--- config.mk ---
export PLATFORM = sky130hd
export DESIGN_NAME = mux_arbiter2
export DESIGN_NICKNAME = d
export VERILOG_FILES = /design/src/rtl/mux_arbiter2.sv
export SDC_FILE = /design/constraint.sdc
export NUM_CORES = 1
export LEC_CHECK = 0
export BUFFER_PORTS_ARGS = -buffer_cell sky130_fd_sc_hd__buf_4
export CAP_MARGIN = 25
export CORE_AREA = 2 2 39 41
export CTS_CLUSTER_SIZE = 12
export DETAILED_ROUTE_END_ITERATION = 10
export DIE_AREA = 0 0 41 43
export PLACE_DENSITY_LB_ADDON = 0.25
export SETUP_SLACK_MARGIN = 0.5
export SLEW_MARGIN = 20
export SYNTH_ARGS = -nofsm -noshare
export SYNTH_HDL_FRONTEND = slang
export SYNTH_SLANG_ARGS = --single-unit
--- constraint.sdc ---
create_clock -name clk -period 2.5 [get_ports clk]
set_input_delay 0.625 -clock clk [delete_from_list [all_inputs] [get_ports clk]]
set_output_delay 0.625 -clock clk [all_outputs]
set_load 0.01 [all_outputs]
--- src/rtl/mux_arbiter2.sv ---
// Purpose : two-requester round-robin arbiter driving the select line of a shared 2:1 mux.
// Latency : a request sampled at edge N is granted after edge N (one cycle).
// Backpressure: none; requests are level-held, and each ownership is capped at MAX_HOLD cycles while the other side waits.
//
// Ports:
//   clk      - system clock, rising edge
//   rst_n    - synchronous active-low reset
//   req0/1   - level requests from requester 0 / 1
//   gnt0/1   - registered grants (one-hot or zero)
//   sel      - registered mux select (0 = in0, 1 = in1); holds its value while idle
//   busy     - gnt0 | gnt1
//   hold_cnt - cycles the current owner has held the path (1 on the first granted cycle, 0 when idle)
module mux_arbiter2 #(
  parameter int MAX_HOLD = 4,
  parameter int CW       = 3
) (
  input  logic          clk,
  input  logic          rst_n,
  input  logic          req0,
  input  logic          req1,
  output logic          gnt0,
  output logic          gnt1,
  output logic          sel,
  output logic          busy,
  output logic [CW-1:0] hold_cnt
);

  // One-hot-or-idle encoding: each grant is a state flop, no decode logic.
  typedef enum logic [1:0] {
    IDLE = 2'b00,
    OWN0 = 2'b01,
    OWN1 = 2'b10
  } state_t;

  localparam logic [CW-1:0] HOLD_MAX = CW'(MAX_HOLD);
  localparam logic [CW-1:0] HOLD_ONE = CW'(1);

  state_t state;
  logic   last;  // last requester served; the other one wins a tie from IDLE

  assign gnt0 = state[0];
  assign gnt1 = state[1];
  assign busy = state[0] | state[1];

  always_ff @(posedge clk) begin
    if (!rst_n) begin
      state    <= IDLE;
      sel      <= 1'b0;
      hold_cnt <= '0;
      last     <= 1'b1;
    end else begin
      case (state)
        IDLE: begin
          // Requester 0 wins when alone, or on a tie when requester 1 was served last.
          if (req0 && (!req1 || last)) begin
            state    <= OWN0;
            sel      <= 1'b0;
            hold_cnt <= HOLD_ONE;
            last     <= 1'b0;
          end else if (req1) begin
            state    <= OWN1;
            sel      <= 1'b1;
            hold_cnt <= HOLD_ONE;
            last     <= 1'b1;
          end
        end

        OWN0: begin
          if (req1 && (!req0 || hold_cnt == HOLD_MAX)) begin
            // Voluntary release or hold limit reached: hand over with no idle bubble.
            state    <= OWN1;
            sel      <= 1'b1;
            hold_cnt <= HOLD_ONE;
            last     <= 1'b1;
          end else if (!req0) begin
            state    <= IDLE;
            hold_cnt <= '0;
          end else if (hold_cnt != HOLD_MAX) begin
            hold_cnt <= hold_cnt + HOLD_ONE;
          end
          // Sole requester at the limit: counter saturates until req1 shows up.
        end

        OWN1: begin
          if (req0 && (!req1 || hold_cnt == HOLD_MAX)) begin
            state    <= OWN0;
            sel      <= 1'b0;
            hold_cnt <= HOLD_ONE;
            last     <= 1'b0;
          end else if (!req1) begin
            state    <= IDLE;
            hold_cnt <= '0;
          end else if (hold_cnt != HOLD_MAX) begin
            hold_cnt <= hold_cnt + HOLD_ONE;
          end
        end

        default: begin
          state    <= IDLE;
          hold_cnt <= '0;
        end
      endcase
    end
  end

endmodule

==> results.sh, run 1 <==
export IMPL_status="completed"
export IMPL_synth_most_common_cell="inv_1"
export IMPL_rsz0062_at_grt="false"
export IMPL_synth_compound_area_share_pct=22.8
export IMPL_cts_buffer_depth=2
export IMPL_muxShareOfSynthArea_pct=6.50
export IMPL_rows=14
export IMPL_tightest_slew_ps=302
export IMPL_r2r_start="hold_cnt[0]"
export IMPL_hold_path_class="reg -> reg"
export IMPL_synthAdderAreaFrac_pct=14.2
export IMPL_io_pins=11
export IMPL_reg2reg_slack_ps=1030
export IMPL_startpoint="state[1]"
export IMPL_cts_sinks=7
export IMPL_synth_ff_type="dfxtp_1"
export IMPL_arrival_ps=1230
export IMPL_nets=97
export IMPL_drtAntennaViolNets=0
export IMPL_cts_buffers=3
export IMPL_dp_hpwl_um=936
export IMPL_drive_gt1_share_pct=24.7
export IMPL_multi_input_area_um2=412
export IMPL_cts_setup_buffers=0
export IMPL_cts_tree="done"
export IMPL_avgViaCountPerCell=5.23
export IMPL_yosys_cell_types_count=31
export IMPL_root_buffer="clkbuf_4"
export IMPL_fin_crit_ps=1860
export IMPL_finalMaxSlewViolations=0
export IMPL_synth_top_area_share_pct=22.8
export IMPL_synth_edf_count=0
export IMPL_ys_ff_latch=7
export IMPL_endpoint="busy"
export IMPL_post_place_ws_ps=901
export IMPL_dr_total_vias=528
export IMPL_drt_pass1_iter_count=4
export IMPL_grt_pass1_vias=513
export IMPL_cts_hold_buf=0
export IMPL_max_cap_viol_count=0
export IMPL_p_per_area_nw_per_um2=866
export IMPL_async_flop_share_pct=0
export IMPL_fp_dieArea_um2=1760
export IMPL_insertedDiodeCount=0
export IMPL_gp_congestion=0.777
export IMPL_syn_nets=85
export IMPL_regArea_um2=141
export IMPL_yosys_area_top_type="dfxtp_1"
export IMPL_fp_dieH_um=43
export IMPL_cts_max_level=1
export IMPL_cp_end_kind="primary output"
export IMPL_grt_overflow=0
export IMPL_vdd_ir_drop_max_uv=423
export IMPL_drt_wirelength_per_cell_um=12.2
export IMPL_skew_ps=8.75
export IMPL_fmax_ghz=0.538
export IMPL_fin_crit_sh_pct=74.3
export IMPL_grt_usage_pct=18.5
export IMPL_syn_to_final_growth_pct=15.9
export IMPL_n_fill_cell=146
export IMPL_cp_max_fo=6
export IMPL_setup_worst_path_class="reg -> out"
export IMPL_yosys_top_cells_count="10 x inv_1, 7 x dfxtp_1, 7 x ha_1, 7 x nand2_1"
export IMPL_ys_warn_count=0
export IMPL_io_buffers=10
export IMPL_final_setup_tns_ps=0
export IMPL_antenna_found_initial=0
export IMPL_rr_worst_depth=6
export IMPL_synthCells=74
export IMPL_drt_wl_total_mm=1.23
export IMPL_synth_seq_area_share_pct=22.8
export IMPL_synth_area_per_cell_um2=8.32
export IMPL_die_w_um=41
export IMPL_setup_viol=0
export IMPL_synth_xor_area_share_pct=1.42
export IMPL_clk_latency_ps=270
export IMPL_cts_resized=0
export IMPL_synth_area_um2=616
export IMPL_grt_pass1_wl_mm=2.20
export IMPL_synth_area_leaders="dfxtp_1 23%, ha_1 14%, mux2i_1 6.5%"
export IMPL_start_kind="flop"
export IMPL_worstReg2RegEnd="state[1]"
export IMPL_power_w=0.000618
export IMPL_synth_top_family_by_area="compound AO/OA/AOI/OAI gates"
export IMPL_grt_max_degree=10
export IMPL_core_region_area_um2=1380
export IMPL_relSlewSlack_pct=79.9
export IMPL_final_setup_worst_slack_ps=643
export IMPL_yosys_area_share_simple_pct=22.0
export IMPL_required_ps=1880
export IMPL_remaining_drc_errors=0
export IMPL_leakagePower_nw=0.328
export IMPL_dr_first_iter_drc_count=16
export IMPL_clkSlewWorstSetupHoldPaths_ps=60
export IMPL_start_util_pct=44.5
export IMPL_hold_viol=0
==> report_power, final <==
group	internal, W	leakage [nW]	switching [W]	total, W
Combinational	0.000162	0.252	0.000165	0.000327
Clock	0.0000590	0.0177	0.0000511	0.000110
Sequential	0.000145	0.0580	0.0000359	0.000181
Total	0.000366	0.328	0.000252	0.000618
==> metal layers <==
metal / routed length (um) / track usage (%) / vias to the layer above / share of wire (%)
met1: 564 / 24.4 / 233 / 46
li1: - / - / 277 / -
met4: 19 / 6.00 / 0 / 1.5
met2: 563 / 26.6 / 15 / 46
met5: 0 / 0 / - / 0
met3: 82 / 7.85 / 3 / 6.7
==> layout by cell type (no fill, tap or decap), drive strengths merged <==
cell type,n
nand2,8
a32oi,1
o2bb2ai,1
nand3b,1
nor3,1
xnor2,1
o22ai,1
ha,7
nor2b,2
clkinv,1
o32a,1
a31oi,4
nor2,5
nand2b,1
a21oi,3
and2,2
clkbuf,3
and3,2
buf,10
o21ai,2
nor3b,1
a21boi,1
a32o,1
inv,10
o211ai,3
mux2i,4
dfxtp,7
nand4,1
==> area by class of cell <==
class / instances / share of cell area [%]
multi-input cells: 54 / 57.7
well taps: 16 / 2.81
clock inverters: 1 / 0.702
repair buffers: 10 / 10.5
inverters: 10 / 5.26
flip-flops and latches: 7 / 19.8
clock buffers: 3 / 3.16
==> worst min-delay path by stage <==
stage          from    to  cells past startpoint
6_report        sel   sel                      2
5_1_grt         sel   sel                      2
4_1_cts         sel   sel                      2
3_5_place_dp    sel   sel                      2
3_3_place_gp    sel   sel                      2
2_1_floorplan  last  last                      2
==> stage by stage <==
stage          utilization [%]  area [um2]  cells  hold slack [ps]
2_1_floorplan                -         616     74              478
3_3_place_gp              49.5         684     97              460
3_5_place_dp              49.5         684     97              457
4_1_cts                   51.4         712    101              480
5_1_grt                   51.5         713    101              498
6_report                  51.5         713    101              487
==> sequential cells by signal, summed over array words and instances, names as in the netlist <==
| name | flops |
|---|---|
| hold_cnt | 3 |
| last | 1 |
| sel | 1 |
| state | 2 |
==> cell families after synthesis <==
family | after synthesis
and+or+nand+nor | 24
AOI/OAI and AO/OA | 18
buffers and inverters | 13
adders and majority gates | 7
DFF | 7
muxes | 4
xor gates and xnor gates | 1
==> critical path, cell delays in order, from the launching register on <==
cell and delay, ps:
dfxtp_1 420, inv_1 90, ha_1 250, inv_1 90, buf_4 120
Power figures use the tool's default switching activity.
==> inputs of run 2 (changes only) <==
clock period = 1.8 ns   (was 2.5 ns; I/O delays follow)
==> run 2 against run 1 <==
  * Worst setup slack got worse by 260 ps
  * Final cell count grew 7.9%
  * Count of clock-buffer cells in the layout is 1 higher
  * Core utilization increased by 13 points
  * Largest cell class unchanged
==> results.sh, run 2 (same netlist as run 1, synthesis figures left out) <==
export IMPL_top_register="hold_cnt"
export IMPL_final_cell_area_um2=893
export IMPL_combPwrFrac_pct=62.7
export IMPL_swShare_pct=39.6
export IMPL_clock_power_share_pct=13.8
export IMPL_start_kind="flop"
export IMPL_dp_hpwl_mm=1.00
export IMPL_clkSlewWorstSetupHoldPaths_ps=50
export IMPL_rows=14
export IMPL_fp_dieH_um=43
export IMPL_drt_pass1_iter_count=4
export IMPL_finalMaxSlewViolations=0
export IMPL_status="completed"
export IMPL_avgViaCountPerCell=5.39
export IMPL_vdd_ir_drop_max_uv=623
export IMPL_arrival_ps=970
export IMPL_drive_gt1_share_pct=51.6
export IMPL_final_common_cell="buf_4"
export IMPL_cts_buffer_depth=2
export IMPL_cts_sinks=7
export IMPL_fin_crit_ps=1420
export IMPL_die_w_um=41
export IMPL_grt_max_degree=10
export IMPL_largest_reg_flops=3
export IMPL_grt_pass1_wl_mm=2.44
export IMPL_hold_viol=0
export IMPL_final_setup_tns_ps=0
export IMPL_leakagePower_nw=0.375
export IMPL_nets=105
export IMPL_remaining_drc_errors=0
export IMPL_dr_total_vias=588
export IMPL_grt_overflow=0
export IMPL_finish_utilization_pct=64.6
export IMPL_hold_path_class="reg -> reg"
export IMPL_cts_max_level=1
export IMPL_root_buffer="clkbuf_4"
export IMPL_skew_ps=2.12
export IMPL_io_pins=11
export IMPL_dpl_cell_area_um2=692
export IMPL_dr_first_iter_drc_count=13
export IMPL_core_region_area_um2=1380
export IMPL_cts_tree="done"
export IMPL_fp_dieArea_um2=1760
export IMPL_clk_latency_ps=260
export IMPL_relSlewSlack_pct=83.2
export IMPL_n_fill_cell=122
export IMPL_gp_congestion=0.778
export IMPL_setup_worst_path_class="reg -> out"
export IMPL_io_buffers=10
export IMPL_internal_power_w=0.000657
export IMPL_syn_to_final_growth_pct=45.1
export IMPL_layout_common_cells="16 x buf_4, 5 x inv_1"
export IMPL_multi_input_area_um2=508
export IMPL_p_per_area_nw_per_um2=1220
export IMPL_reg_top3="hold_cnt (3), state (2)"
export IMPL_grt_pass1_vias=538
export IMPL_seqPwrFrac_pct=23.5
export IMPL_fin_crit_sh_pct=78.9
export IMPL_fmax_ghz=0.704
export IMPL_grt_usage_pct=21.3
export IMPL_netSwitchingPower_w=0.000430
export IMPL_drtAntennaViolNets=0
export IMPL_start_util_pct=44.5
export IMPL_antenna_found_initial=0
export IMPL_drt_wirelength_per_cell_um=14.4
export IMPL_insertedDiodeCount=0
export IMPL_tightest_slew_ps=251
export IMPL_cp_end_kind="primary output"
export IMPL_drt_wl_total_mm=1.57
export IMPL_cp_max_fo=2
export IMPL_cts_buffers=3
export IMPL_rsz0062_at_grt="true"
export IMPL_regArea_um2=154
export IMPL_setup_viol=0
export IMPL_required_ps=1350
export IMPL_max_cap_viol_count=0
[run 2: power by group through the flow]
stage | registers [W] | logic [W] | clock network, W
6_report | 0.000256 | 0.000682 | 0.000150
5_1_grt | 0.000260 | 0.000732 | 0.000170
4_1_cts | 0.000254 | 0.000636 | 0.000153
3_5_place_dp | 0.000258 | 0.000460 | 0
3_3_place_gp | 0.000258 | 0.000456 | 0
2_1_floorplan | 0.000264 | 0.000319 | 0
[run 2: metal layers]
metal | GRT usage [%] | up-vias | wire length [um]
met2 | 34.1 | 10 | 829
li1 | - | 297 | -
met4 | 8.00 | 0 | 22
met3 | 9.42 | 3 | 54
met5 | 0 | - | 0
met1 | 23.6 | 278 | 661
[run 2: worst paths after layout]
path	from	end	slack [ps]	cells past startpoint
setup / recovery	state[0]	busy	380	4
hold / removal	sel	sel	480	2
setup reg to reg	state[0]	hold_cnt[2]	380	8
hold reg to reg	sel	sel	480	2
[run 2: repair_timing]
item,in CTS,in global routing
hold buffers,0,0
resized for setup,25,6
buffers inserted,7,1
pin swaps,6,3
endpoints found under the setup margin,9,10
cloned,0,0
[run 2: cell type report]
| class | count | share of cell area [%] |
|---|---|---|
| clock buffers | 4 | 2.94 |
| inverters | 10 | 4.76 |
| multi-input cells | 54 | 56.9 |
| flip-flops and latches | 7 | 17.2 |
| well taps | 16 | 2.24 |
| repair buffers | 18 | 16.0 |
[run 2: through the flow]
step	total power, W	cells	hold slack (ps)	setup slack (ps)
final	0.00109	109	479	379
after global placement	0.000715	97	455	363
after global routing	0.00116	109	482	345
after detailed placement	0.000717	97	458	357
after CTS	0.00104	108	480	395
after floorplan	0.000583	74	478	506
[run 2: critical path, stage by stage, from the launching register on]
cell,delay (ps)
dfxtp_4,360
inv_4,40
ha_4,150
inv_2,60
buf_6,90
==> inputs of run 3 (changes only) <==
ABC_AREA = 1   (was not set)
clock period = 1.3 ns   (was 1.8 ns; I/O delays follow)
==> run 3 against run 2 <==
  * Sequential cell count unchanged
  * Critical path type unchanged
  * Register-to-register slack got worse by 350 ps
  * Final cell count increased by 12%
  * Count of clock-buffer cells in the layout unchanged
  * Clock skew increased by 7.8 ps
  * Highest routed layer unchanged
  * Via count increased by 4.1%
  * Final area increased by 11%
  * Clock power increased by 36%
  * Critical path depth unchanged
  * Core utilization increased by 7.4 points
  * Die area unchanged
==> results.sh, run 3 <==
export IMPL_status="completed"
export IMPL_synth_area_per_cell_um2=6.62
export IMPL_yosys_top_cells_count="29 x nand2_1, 10 x inv_1, 8 x a21oi_1, 7 x dfxtp_1, 7 x ha_1"
export IMPL_max_cap_viol_count=0
export IMPL_grt_pass1_wl_mm=2.46
export IMPL_yosys_cell_types_count=17
export IMPL_rsz0062_at_grt="true"
export IMPL_cts_hold_buf=0
export IMPL_grt_overflow=0
export IMPL_final_setup_worst_slack_ps=2.90
export IMPL_rows=14
export IMPL_drtAntennaViolNets=0
export IMPL_required_ps=980
export IMPL_fmax_ghz=0.771
export IMPL_die_w_um=41
export IMPL_cts_tree="done"
export IMPL_synth_seq_area_share_pct=25.5
export IMPL_skew_ps=9.95
export IMPL_cts_max_level=1
export IMPL_reg2reg_slack_ps=30
export IMPL_layout_common_cells="19 x nand2_1, 12 x buf_6, 10 x nand2_4"
export IMPL_yosys_area_top_type="dfxtp_1"
export IMPL_dr_first_iter_drc_count=6
export IMPL_async_flop_share_pct=0
export IMPL_finalMaxSlewViolations=0
export IMPL_synth_top_area_share_pct=25.5
export IMPL_top_register="hold_cnt"
export IMPL_remaining_drc_errors=0
export IMPL_vdd_ir_drop_max_uv=731
export IMPL_start_kind="flop"
export IMPL_avgViaCountPerCell=5.02
export IMPL_setup_worst_path_class="reg -> out"
export IMPL_grt_pass1_vias=592
export IMPL_finish_utilization_pct=72.0
export IMPL_reg_top3="hold_cnt (3), state (2)"
export IMPL_synth_area_um2=549
export IMPL_cts_buffers=3
export IMPL_hold_slack_ps=263
export IMPL_fin_crit_sh_pct=99.8
export IMPL_relSlewSlack_pct=73.3
export IMPL_setup_viol=0
export IMPL_fp_dieArea_um2=1760
export IMPL_hold_path_class="in -> reg"
export IMPL_antenna_found_initial=0
export IMPL_synthCells=83
export IMPL_post_place_ws_ps=53.6
export IMPL_tightest_slew_ps=399
export IMPL_core_region_area_um2=1380
export IMPL_ys_warn_count=0
export IMPL_dr_total_vias=612
export IMPL_grt_usage_pct=20.7
export IMPL_fin_crit_ps=1300
export IMPL_insertedDiodeCount=0
export IMPL_cp_max_fo=3
export IMPL_final_common_cell="nand2_1"
export IMPL_nets=118
export IMPL_clkSlewWorstSetupHoldPaths_ps=60
export IMPL_io_buffers=10
export IMPL_synth_area_leaders="dfxtp_1 26%, nand2_1 20%, ha_1 16%"
export IMPL_synth_edf_count=0
export IMPL_syn_nets=94
export IMPL_r2r_start="hold_cnt[0]"
export IMPL_dp_hpwl_um=942
export IMPL_worstHoldStart="rst_n"
export IMPL_clk_latency_ps=260
export IMPL_cp_end_kind="primary output"
export IMPL_cts_sinks=7
export IMPL_ys_ff_latch=7
export IMPL_drt_wl_total_mm=1.56
export IMPL_gp_congestion=0.797
export IMPL_synth_most_common_cell="nand2_1"
export IMPL_startpoint="state[1]"
export IMPL_drt_pass1_iter_count=3
export IMPL_cts_buffer_depth=2
export IMPL_grt_max_degree=7
export IMPL_drt_wirelength_per_cell_um=12.8
export IMPL_start_util_pct=39.7
export IMPL_largest_reg_flops=3
export IMPL_endpoint="busy"
export IMPL_arrival_ps=970
export IMPL_p_per_area_nw_per_um2=1190
export IMPL_io_pins=11
export IMPL_synth_ff_type="dfxtp_1"
export IMPL_worstReg2RegEnd="hold_cnt[0]"
export IMPL_drive_gt1_share_pct=64.2
export IMPL_rr_worst_depth=8
export IMPL_fp_dieH_um=43
export IMPL_syn_to_final_growth_pct=81.3
export IMPL_root_buffer="clkbuf_4"
export IMPL_hold_viol=0
export IMPL_leakagePower_nw=0.472
run 3: changes by cell type after synthesis, sizes merged, moves of 3 or more:
cell | before | now
nand2 | 8 | 35
nand3 | 0 | 6
a21oi | 3 | 8
a31oi | 4 | 0
mux2i | 4 | 0
nor2 | 5 | 2
o211ai | 3 | 0
run 3: through the flow:
step,instances,power (W),area [um2],TNS [ps]
3_3_place_gp,109,0.000713,694,0
3_5_place_dp,109,0.000715,694,0
5_1_grt,122,0.00126,996,-154
4_1_cts,121,0.00108,912,0
2_1_floorplan,83,0.000584,599,0
6_report,122,0.00118,996,0
run 3: cells by family after synthesis:
logic type,Yosys count,synth area share (%)
and+or+nand+nor,45,38.3
xor gates and xnor gates,1,1.59
DFF,7,25.5
adders and majority gates,7,15.9
AOI/OAI and AO/OA,11,10.5
buffers and inverters,12,8.20
run 3: power by group:
part	total (W)	switching, W	internal [W]	leakage [nW]
Clock	0.000204	0.0000865	0.000118	0.0150
Sequential	0.000301	0.0000396	0.000261	0.0614
Combinational	0.000678	0.000350	0.000328	0.396
Total	0.00118	0.000476	0.000707	0.472
run 3: area by class of cell:
cell class,instances,area [um2]
inverters,12,55.1
fillers,121,388
well taps,16,20.0
clock buffers,4,26.3
flip-flops and latches,7,160
repair buffers,19,188
multi-input cells,64,547
run 3: how the worst min path moves through the flow:
| stage | to | slack (ps) | cells past startpoint |
|---|---|---|---|
| 2_1_floorplan | last | 410 | 1 |
| 5_1_grt | last | 270 | 2 |
| 6_report | last | 260 | 2 |
| 4_1_cts | last | 270 | 2 |
| 3_5_place_dp | sel | 470 | 2 |
| 3_3_place_gp | sel | 450 | 2 |
run 3: timing repair:
| item | CTS | global route |
|---|---|---|
| setup endpoints to repair | 14 | 14 |
| buffers inserted | 8 | 1 |
| pin swaps | 10 | 8 |
| resized for setup | 32 | 19 |
run 3: worst max-delay path: stages (launching register included):
cell and delay [ps]:
dfxtp_4 360, inv_4 50, ha_4 150, inv_2 60, buf_6 100
run 3: routing by layer:
| layer | track usage (%) | vias to the layer above | part of all wire, % |
|---|---|---|---|
| met3 | 4.71 | 4 | 2.8 |
| met4 | 6.67 | 0 | 2.8 |
| li1 | - | 309 | - |
| met1 | 20.1 | 287 | 39 |
| met2 | 39.1 | 12 | 56 |
| met5 | 0 | - | 0 |
